## src/rtl/popcount_seq_pkg.sv

```systemverilog
// Shared types and parameter helpers for the multi-cycle popcount sequencer.
package popcount_seq_pkg;

    typedef enum logic [1:0] {
        ST_IDLE = 2'd0,
        ST_BUSY = 2'd1,
        ST_DONE = 2'd2
    } state_e;

    function automatic int num_chunks(input int data_w, input int chunk_w);
        return (data_w + chunk_w - 1) / chunk_w;
    endfunction

    // Width able to hold every value from 0 to w inclusive.
    function automatic int cnt_width(input int w);
        return $clog2(w) + 1;
    endfunction

    function automatic int idx_width(input int n);
        return (n > 1) ? $clog2(n) : 1;
    endfunction

endpackage

```

## src/rtl/popcount_seq_popcount.sv

```systemverilog
// Combinational population count of one slice, shared by the sequencer.
module popcount
    import popcount_seq_pkg::*;
#(
    parameter int  INPUT_WIDTH = 16,
    localparam int OUT_W       = cnt_width(INPUT_WIDTH)
) (
    input  logic [INPUT_WIDTH-1:0] data_i,
    output logic [OUT_W-1:0]       count_o
);

    always_comb begin
        count_o = '0;
        for (int i = 0; i < INPUT_WIDTH; i++) begin
            count_o = count_o + OUT_W'(data_i[i]);
        end
    end

endmodule

```

## src/rtl/popcount_seq.sv

```systemverilog
// Multi-cycle popcount: captures a vector, walks it one CHUNK_WIDTH slice per cycle
// through a single popcount unit, and returns the accumulated total over valid/ready.
module popcount_seq
    import popcount_seq_pkg::*;
#(
    parameter int  DATA_WIDTH  = 64,
    parameter int  CHUNK_WIDTH = 16,
    localparam int CNT_W       = cnt_width(DATA_WIDTH)
) (
    input  logic                  clk_i,
    input  logic                  rst_ni,
    input  logic                  flush_i,
    input  logic                  valid_i,
    output logic                  ready_o,
    input  logic [DATA_WIDTH-1:0] data_i,
    output logic                  valid_o,
    input  logic                  ready_i,
    output logic [CNT_W-1:0]      popcount_o,
    output logic                  busy_o
);

    localparam int NUM_CHUNKS  = num_chunks(DATA_WIDTH, CHUNK_WIDTH);
    localparam int PAD_WIDTH   = NUM_CHUNKS * CHUNK_WIDTH;
    localparam int IDX_W       = idx_width(NUM_CHUNKS);
    localparam int SLICE_CNT_W = cnt_width(CHUNK_WIDTH);
    localparam logic [IDX_W-1:0] LAST_IDX = IDX_W'(NUM_CHUNKS - 1);

    state_e                 state_q, state_d;
    logic [DATA_WIDTH-1:0]  data_q, data_d;
    logic [CNT_W-1:0]       acc_q, acc_d;
    logic [CNT_W-1:0]       result_q, result_d;
    logic [IDX_W-1:0]       idx_q, idx_d;
    logic [CNT_W-1:0]       acc_sum;
    logic [PAD_WIDTH-1:0]   data_pad;
    logic [CHUNK_WIDTH-1:0] slice;
    logic [SLICE_CNT_W-1:0] slice_cnt;
    logic                   last_slice;

    // Bits above DATA_WIDTH are constant zero, so the final slice is zero-padded.
    always_comb begin
        data_pad                 = '0;
        data_pad[DATA_WIDTH-1:0] = data_q;
    end

    assign slice      = data_pad[int'(idx_q) * CHUNK_WIDTH +: CHUNK_WIDTH];
    assign last_slice = (idx_q == LAST_IDX);

    popcount #(
        .INPUT_WIDTH (CHUNK_WIDTH)
    ) i_popcount (
        .data_i  (slice),
        .count_o (slice_cnt)
    );

    assign acc_sum = acc_q + CNT_W'(slice_cnt);

    always_comb begin
        // NOTE: every _d gets a hold default first so no path through the case infers a latch.
        state_d  = state_q;
        data_d   = data_q;
        acc_d    = acc_q;
        idx_d    = idx_q;
        result_d = result_q;

        unique case (state_q)
            ST_IDLE: begin
                if (valid_i) begin
                    data_d  = data_i;
                    acc_d   = '0;
                    idx_d   = '0;
                    state_d = ST_BUSY;
                end
            end
            ST_BUSY: begin
                acc_d = acc_sum;
                idx_d = idx_q + IDX_W'(1);
                if (last_slice) begin
                    result_d = acc_sum;
                    idx_d    = '0;
                    state_d  = ST_DONE;
                end
            end
            ST_DONE: begin
                if (ready_i) begin
                    state_d = ST_IDLE;
                end
            end
            default: begin
                state_d = ST_IDLE;
            end
        endcase

        // Flush overrides both handshakes; an IDLE accept is suppressed the same way.
        if (flush_i) begin
            state_d = ST_IDLE;
            data_d  = data_q;
            acc_d   = '0;
            idx_d   = '0;
        end
    end

    always_ff @(posedge clk_i) begin
        if (!rst_ni) begin
            state_q  <= ST_IDLE;
            // NOTE: the data register is reset too so popcount never sees stale X on the slice mux.
            data_q   <= '0;
            acc_q    <= '0;
            idx_q    <= '0;
            result_q <= '0;
        end else begin
            // NOTE: non-blocking assignments so all state updates see pre-edge values.
            state_q  <= state_d;
            data_q   <= data_d;
            acc_q    <= acc_d;
            idx_q    <= idx_d;
            result_q <= result_d;
        end
    end

    assign ready_o    = (state_q == ST_IDLE);
    assign valid_o    = (state_q == ST_DONE);
    assign busy_o     = (state_q != ST_IDLE);
    assign popcount_o = result_q;

    a_valid_in_done : assert property (@(posedge clk_i)
        !valid_o || (state_q == ST_DONE));
    a_result_stable : assert property (@(posedge clk_i)
        (rst_ni && valid_o && !ready_i) |=> (!rst_ni || $stable(popcount_o)));
    a_acc_bounded   : assert property (@(posedge clk_i)
        acc_q <= CNT_W'(DATA_WIDTH));

endmodule

```

## config.mk

```make
export PLATFORM = sky130hd
export DESIGN_NAME = popcount_seq
export DESIGN_NICKNAME = d
export VERILOG_FILES = /design/src/rtl/popcount_seq_pkg.sv /design/src/rtl/popcount_seq_popcount.sv /design/src/rtl/popcount_seq.sv
export SDC_FILE = /design/constraint.sdc
export NUM_CORES = 1
export LEC_CHECK = 0
export BUFFER_PORTS_ARGS = -buffer_cell sky130_fd_sc_hd__buf_2
export CAP_MARGIN = 20
export CORE_ASPECT_RATIO = 0.5
export CORE_MARGIN = 8
export CORE_UTILIZATION = 60
export DETAILED_ROUTE_END_ITERATION = 10
export PLACE_DENSITY = 0.91
export SLEW_MARGIN = 15
export SYNTH_ARGS = -nofsm -noshare
export SYNTH_HDL_FRONTEND = slang
export SYNTH_SLANG_ARGS = --single-unit
```

## constraint.sdc

```tcl
create_clock -name clk_i -period 19.4 [get_ports clk_i]
set_clock_uncertainty 0.2 [all_clocks]
set_input_delay 0.97 -clock clk_i [delete_from_list [all_inputs] [get_ports clk_i]]
set_output_delay 0.97 -clock clk_i [all_outputs]
set_load 0.02 [all_outputs]
```

* Yosys cells after proc, flatten, opt, wreduce, memory -nomap -nowiden
Cells that the tools add are included.
** Storage, ports and cells
- Bits in registers :: 82
- Output and inout bits :: 10
- Word-level logic and storage cells :: 48
** Operators by class
- Equality and inequality tests :: 6
- Reduce and logical (&&, ||, !) cells :: 8
- Mux-type cells :: 9
- Add/sub/neg operators :: 17
- Bitwise logic cells :: 2
- Shift-type cells :: 1
** Operators with widths (count)
- $add 5x1->5 :: 14
- $shiftx 64x7->16 :: 1
- $pmux 7 s2 :: 1
- $mux 2 :: 5
- $add 7x5->7 :: 1
- $mux 7 :: 1
- $pmux 2 s3 :: 1
- $reduce_and 3->1 :: 2
- $eq 2x2->1 const B :: 2
- $ne 2x2->1 const B :: 2
- $pmux 2 s2 :: 1
- $reduce_and 2->1 :: 2
- $reduce_bool 2->1 :: 2
- $add 1x1->2 :: 1
- $add 2x1->2 const B :: 1
- $eq 2x1->1 const B :: 1
- $logic_not 2->1 :: 1
- $ne 2x1->1 const B :: 1
- $not 1->1 :: 2
- $reduce_or 2->1 :: 1

* Longest topological paths before layout
- Depth in word-level cells :: 18
- Mapped depth :: 20

* Modules after synthesis
From an unflattened synthesis, not the netlist that was laid out.
** Second synthesis, totals
- Cells, all modules :: 454
- Area total of the unflattened synthesis :: 4176.5 um^2
** By module, submodules not included
- popcount_seq :: area an instance 3768.6 um^2, sequential area each 1641.6 um^2, cells each 407, instances 1
- popcount :: area an instance 407.9 um^2, sequential area each 0.0 um^2, cells each 47, instances 1

* Least setup slack after synthesis
No wires, ideal clock.
- Path kind :: register to register
- Start point :: register idx_q[1]
- End point :: register result_q[4] (netlist: popcount_o[4])
- Data required time :: 19078 ps
- Period minus slack after synthesis :: 6221 ps
- Cell stages (with the launch flop) :: 18
- Data arrival time :: 5899 ps
- Path slack :: 13179 ps
- Cell sequence :: dfxtp_1 -> buf_2 -> buf_4 -> mux4_2 -> ha_1 -> fa_1 -> fa_1 -> fa_1 -> inv_1 -> fa_1 -> fa_1 -> fa_1 -> inv_1 -> fa_1 -> a21o_1 -> a21oi_1 -> nor4b_1 -> a311o_1
** Between the ends
- Word-level cells in the longest chain between the ends :: 17
- Elaborated cells between the ends (all ways) :: 19
- Those cells by class :: add/sub: 16; eq/ne: 1; shift: 1; reduce/logical: 1
** Ends and longest elaborated chain
- start, declared :: RTL line popcount_seq.sv:32 : logic [IDX_W-1:0] idx_q, idx_d;
- start signal, assigned :: RTL line popcount_seq.sv:115 : idx_q <= idx_d;
- $shiftx 64x7->16 :: RTL line popcount_seq.sv:45 : assign slice = data_pad[int'(idx_q) * CHUNK_WIDTH +: CHUNK_WIDTH];
- $add 1x1->2 :: RTL line popcount_seq_popcount.sv:15 : count_o = count_o + OUT_W'(data_i[i]);
- $add 5x1->5 (14 in a row) :: RTL line popcount_seq_popcount.sv:15
- $add 7x5->7 :: RTL line popcount_seq.sv:55 : assign acc_sum = acc_q + CNT_W'(slice_cnt);
- end signal, assigned :: RTL line popcount_seq.sv:116 : result_q <= result_d;
- end, declared :: RTL line popcount_seq.sv:31 : logic [CNT_W-1:0] result_q, result_d;
Parallel ways exist; a longest one is shown, timed or not.
A chain may end at the register's enable or synchronous reset.

* Worst setup path in the final report
Ends and elaborated chain as after synthesis.

==> results by group <==
Setup path
  • Setup CP Type: flip-flop to flip-flop
  • Critical path endpoint category: flip-flop
  • Worst path max stage delay: 0.55 ns
  • CP bufs+invs: 3
  • Crit path max-delay family: adder cells
  • Cell mode on critical path: fa_1
  • Critical-path cell list: buf_4 > mux4_2 > ha_1 > fa_1 > fa_1 > fa_1 > inv_1 > fa_1 > fa_1 > fa_1 > inv_1 > fa_1 > a21o_1 > a21oi_1 > nor4b_1 > a311o_1
  • Slowest CP cell: mux4_2
  • Worst EP required: around 20 ns
  • CP arrival: around 6.4 ns
  • Setup crit start kind: flip-flop
  • Reg2Reg Setup Slack: approximately 13 ns
  • CP Max Fanout: 18

Finish
  • Commonest non-fill, non-tap cell in the layout: nand2_1
  • Fillers: 470
  • Commonest non-fill, non-tap cells in the layout: nand2_1, dfxtp_1, buf_2
  • Fin nets: between 600 and 700
  • Share of cells above drive strength 1: a little under a quarter
  • Synth-to-Final Area Change: 15.93%
  • Diodes inserted: 0
  • Post-Route Utilization: between 70% and 80%

Clocking
  • Post-CTS setup buffer count: 0
  • Clock Tree Root: clkbuf_16
  • CTS Buf Count: 9
  • Htree depth: 3
  • CTS tree: yes
  • Post-CTS Hold Buffers: 0
  • CTS Sinks: 82
  • Clock transition at path regs: ~0.06 ns
  • Maximum clock insertion buffer count: 2
  • Clk_lat worst skew: ~0.34 ns
  • Post-cts resize count: 0

Route
  • DRT iter0 DRCs: roughly 330
  • Drt pass-1 iters: 5
  • Highest Signal Layer: met4
  • ANT nets after route: 0
  • Vias/cell: 5.648
  • DRC: 0
  • Routed via count: 3462
  • Drt wl/cell: roughly 17 um
  • Wl on met1: 4413 um
  • DRT Wirelength: 10680 um
  • Met3 WL post-DR: about 840 um
  • Met2 wire len: between 5000 and 6000 um

Global route
  • First-pass GRT wire length: ~17000 um
  • Total congestion overflow: 0
  • Initial antenna violation count: 0
  • Vias in the first global route: about 3500
  • Largest net degree at the start of global routing: 80
  • Total GRT Usage: between 20 and 25%

Floorplan
  • Initial Util: just over 60%
  • Die height: between 70 and 80 um
  • Die span in x: between 100 and 150 um
  • Num rows: 21
  • Core Area: around 0.0067 mm^2
  • Die ar.: roughly 0.010 mm^2
  • # IOs: 79

Yosys
  • Synth warn: 0
  • Mean Syn Cell Area: 9.247 um^2
  • EDFF count, synth: 0
  • Top FF cell, synth: dfxtp_1
  • Distinct cells, synth: 47
  • Register area share after synthesis: 39.36%
  • Post-synthesis register bit count: between 80 and 90
  • Mapped Cells: approximately 450
  • Asr flop ratio synth: 0%
  • Top post-synthesis cells by area: dfxtp_1, nand2_1, mux4_2
  • Cell accounting for the most synthesized area: dfxtp_1
  • Syn Nets: 543
  • Area share of the largest cell type after synthesis: 39.36%
  • Mapped cell area: about 0.0042 mm^2

Timing
  • Setup TNS: 0 ns
  • Final Hold Fails: 0
  • Worst Tran Pin Value: 0.6515 ns
  • FMAX: approximately 0.16 GHz
  • Slew HR: a little under three fifths
  • # setup viols final: 0
  • RSZ-0062 raised after global routing: no
  • Slew Viols, Final: 0
  • Part of the cycle the worst path needs: roughly 33%
  • Final Critical Period: approximately 6.3 ns

Power
  • Psw: approximately 0.11 mW
  • Share of total power in combinational logic: 13.7%
  • Flop pwr share: ~45%
  • Clk pwr share: approximately two fifths
  • Switching Fraction: 26.90%
  • Static Leak: 2.011 nW
  • Pwr per Cell Area: about 82 mW/mm^2
  • Internal power: just under 0.3 mW
  • Worst vdd ir: 0.04925 mV

Status
  • Status: completed

Run
  • MaxCap Viol Count: 0

Placed design
  • I/O Buffers: 78
  • RePlAce Congestion: 0.9324
  • DPL Wire Length: 6906 um

Hold path
  • Hold Crit Class: flip-flop to flip-flop
==> sequential cells by signal (all words and copies together) (netlist names) <==
signal      cells
data_pad       64
acc_q           7
popcount_o      7
idx_q           2
state_q         2
==> area by class of cell <==
type | count | area (um^2) | share of cell area [%]
Tap cell | 92 | 115.1 | 2.381
Inverter | 25 | 93.84 | 1.941
Timing Repair Buffer | 83 | 440.4 | 9.110
Clock inverter | 6 | 50.05 | 1.035
Clock buffer | 10 | 239.0 | 4.943
Sequential cell | 82 | 1642 | 33.95
Multi-Input combinational cell | 315 | 2255 | 46.64
==> power groups by stage <==
| stage | registers (mW) | logic [mW] | clock network, mW |
|---|---|---|---|
| floorplan | 0.181 | 0.0374 | 0 |
| global placement | 0.182 | 0.0498 | 0 |
| detailed placement | 0.182 | 0.0524 | 0 |
| CTS | 0.179 | 0.0538 | 0.164 |
| global route | 0.180 | 0.0605 | 0.170 |
| finish | 0.179 | 0.0543 | 0.164 |
==> routing by layer <==
metal | global-route usage [%] | vias up
li1 | - | 1638
met1 | 25.09 | 1630
met2 | 37.00 | 161
met3 | 6.658 | 33
met4 | 11.47 | 0
met5 | 0 | -
==> cells by family (layout without fill, tap and decap cells) <==
| group | count (synthesis) | in the layout | share of synthesized area [%] |
|---|---|---|---|
| muxes | 18 | 18 | 9.121 |
| adders and majority gates | 23 | 23 | 8.881 |
| and+or+nand+nor | 175 | 175 | 18.18 |
| DFF | 82 | 82 | 39.36 |
| buffers and inverters | 54 | 124 | 6.781 |
| AOI/OAI and AO/OA | 94 | 94 | 16.62 |
| xor gates and xnor gates | 5 | 5 | 1.050 |
==> path summary, 6_finish.rpt <==
kind / startpoint / end / cells after the start
worst max-delay path: idx_q[1] / popcount_o[4] / 16
worst min-delay path: data_pad[21] / data_pad[21] / 2
worst max register to register: idx_q[1] / popcount_o[4] / 16
worst min register to register: data_pad[21] / data_pad[21] / 2
==> cell usage after synthesis (2+ instances only) <==
master and instances:
buf_6 2, fa_1 11, xnor2_1 3, and2_1 2, a311o_1 2, clkbuf_1 7, mux4_2 16, nand3_1 2
nand3b_1 2, o21a_1 2, buf_2 4, a21o_1 2, o21ai_0 3, inv_1 25, nor2_1 10, ha_1 12
nand2_1 139, mux2i_1 2, buf_4 16, dfxtp_1 82, a21boi_1 21, nor2b_1 5, a22oi_1 5, nor3_1 2
a21oi_1 6, a21boi_0 45, xor2_1 2, nand2b_1 2
==> worst reg2reg max path: cells and delay by family (launching register included) <==
| family | cells | cell delay, ns |
|---|---|---|
| DFF | 1 | 0.32 |
| AOI/OAI and AO/OA | 3 | 0.81 |
| and+or+nand+nor | 1 | 0.10 |
| muxes | 1 | 0.56 |
| buffers and inverters | 3 | 0.42 |
| adders and majority gates | 8 | 3.82 |
==> metrics by stage <==
step | total power, mW | cell area (um^2) | std cells | hold slack, ns | worst slack (ns)
after floorplan | 0.2182 | 4170 | 451 | 0.2304 | 13.18
after CTS | 0.3970 | 4815 | 612 | 0.2538 | 13.04
after global routing | 0.4105 | 4835 | 613 | 0.2810 | 12.82
final | 0.3973 | 4835 | 613 | 0.2511 | 13.05
after detailed placement | 0.2349 | 4526 | 596 | 0.2456 | 13.08
after global placement | 0.2319 | 4526 | 596 | 0.2406 | 13.20
(Power assumes the default switching activity.)
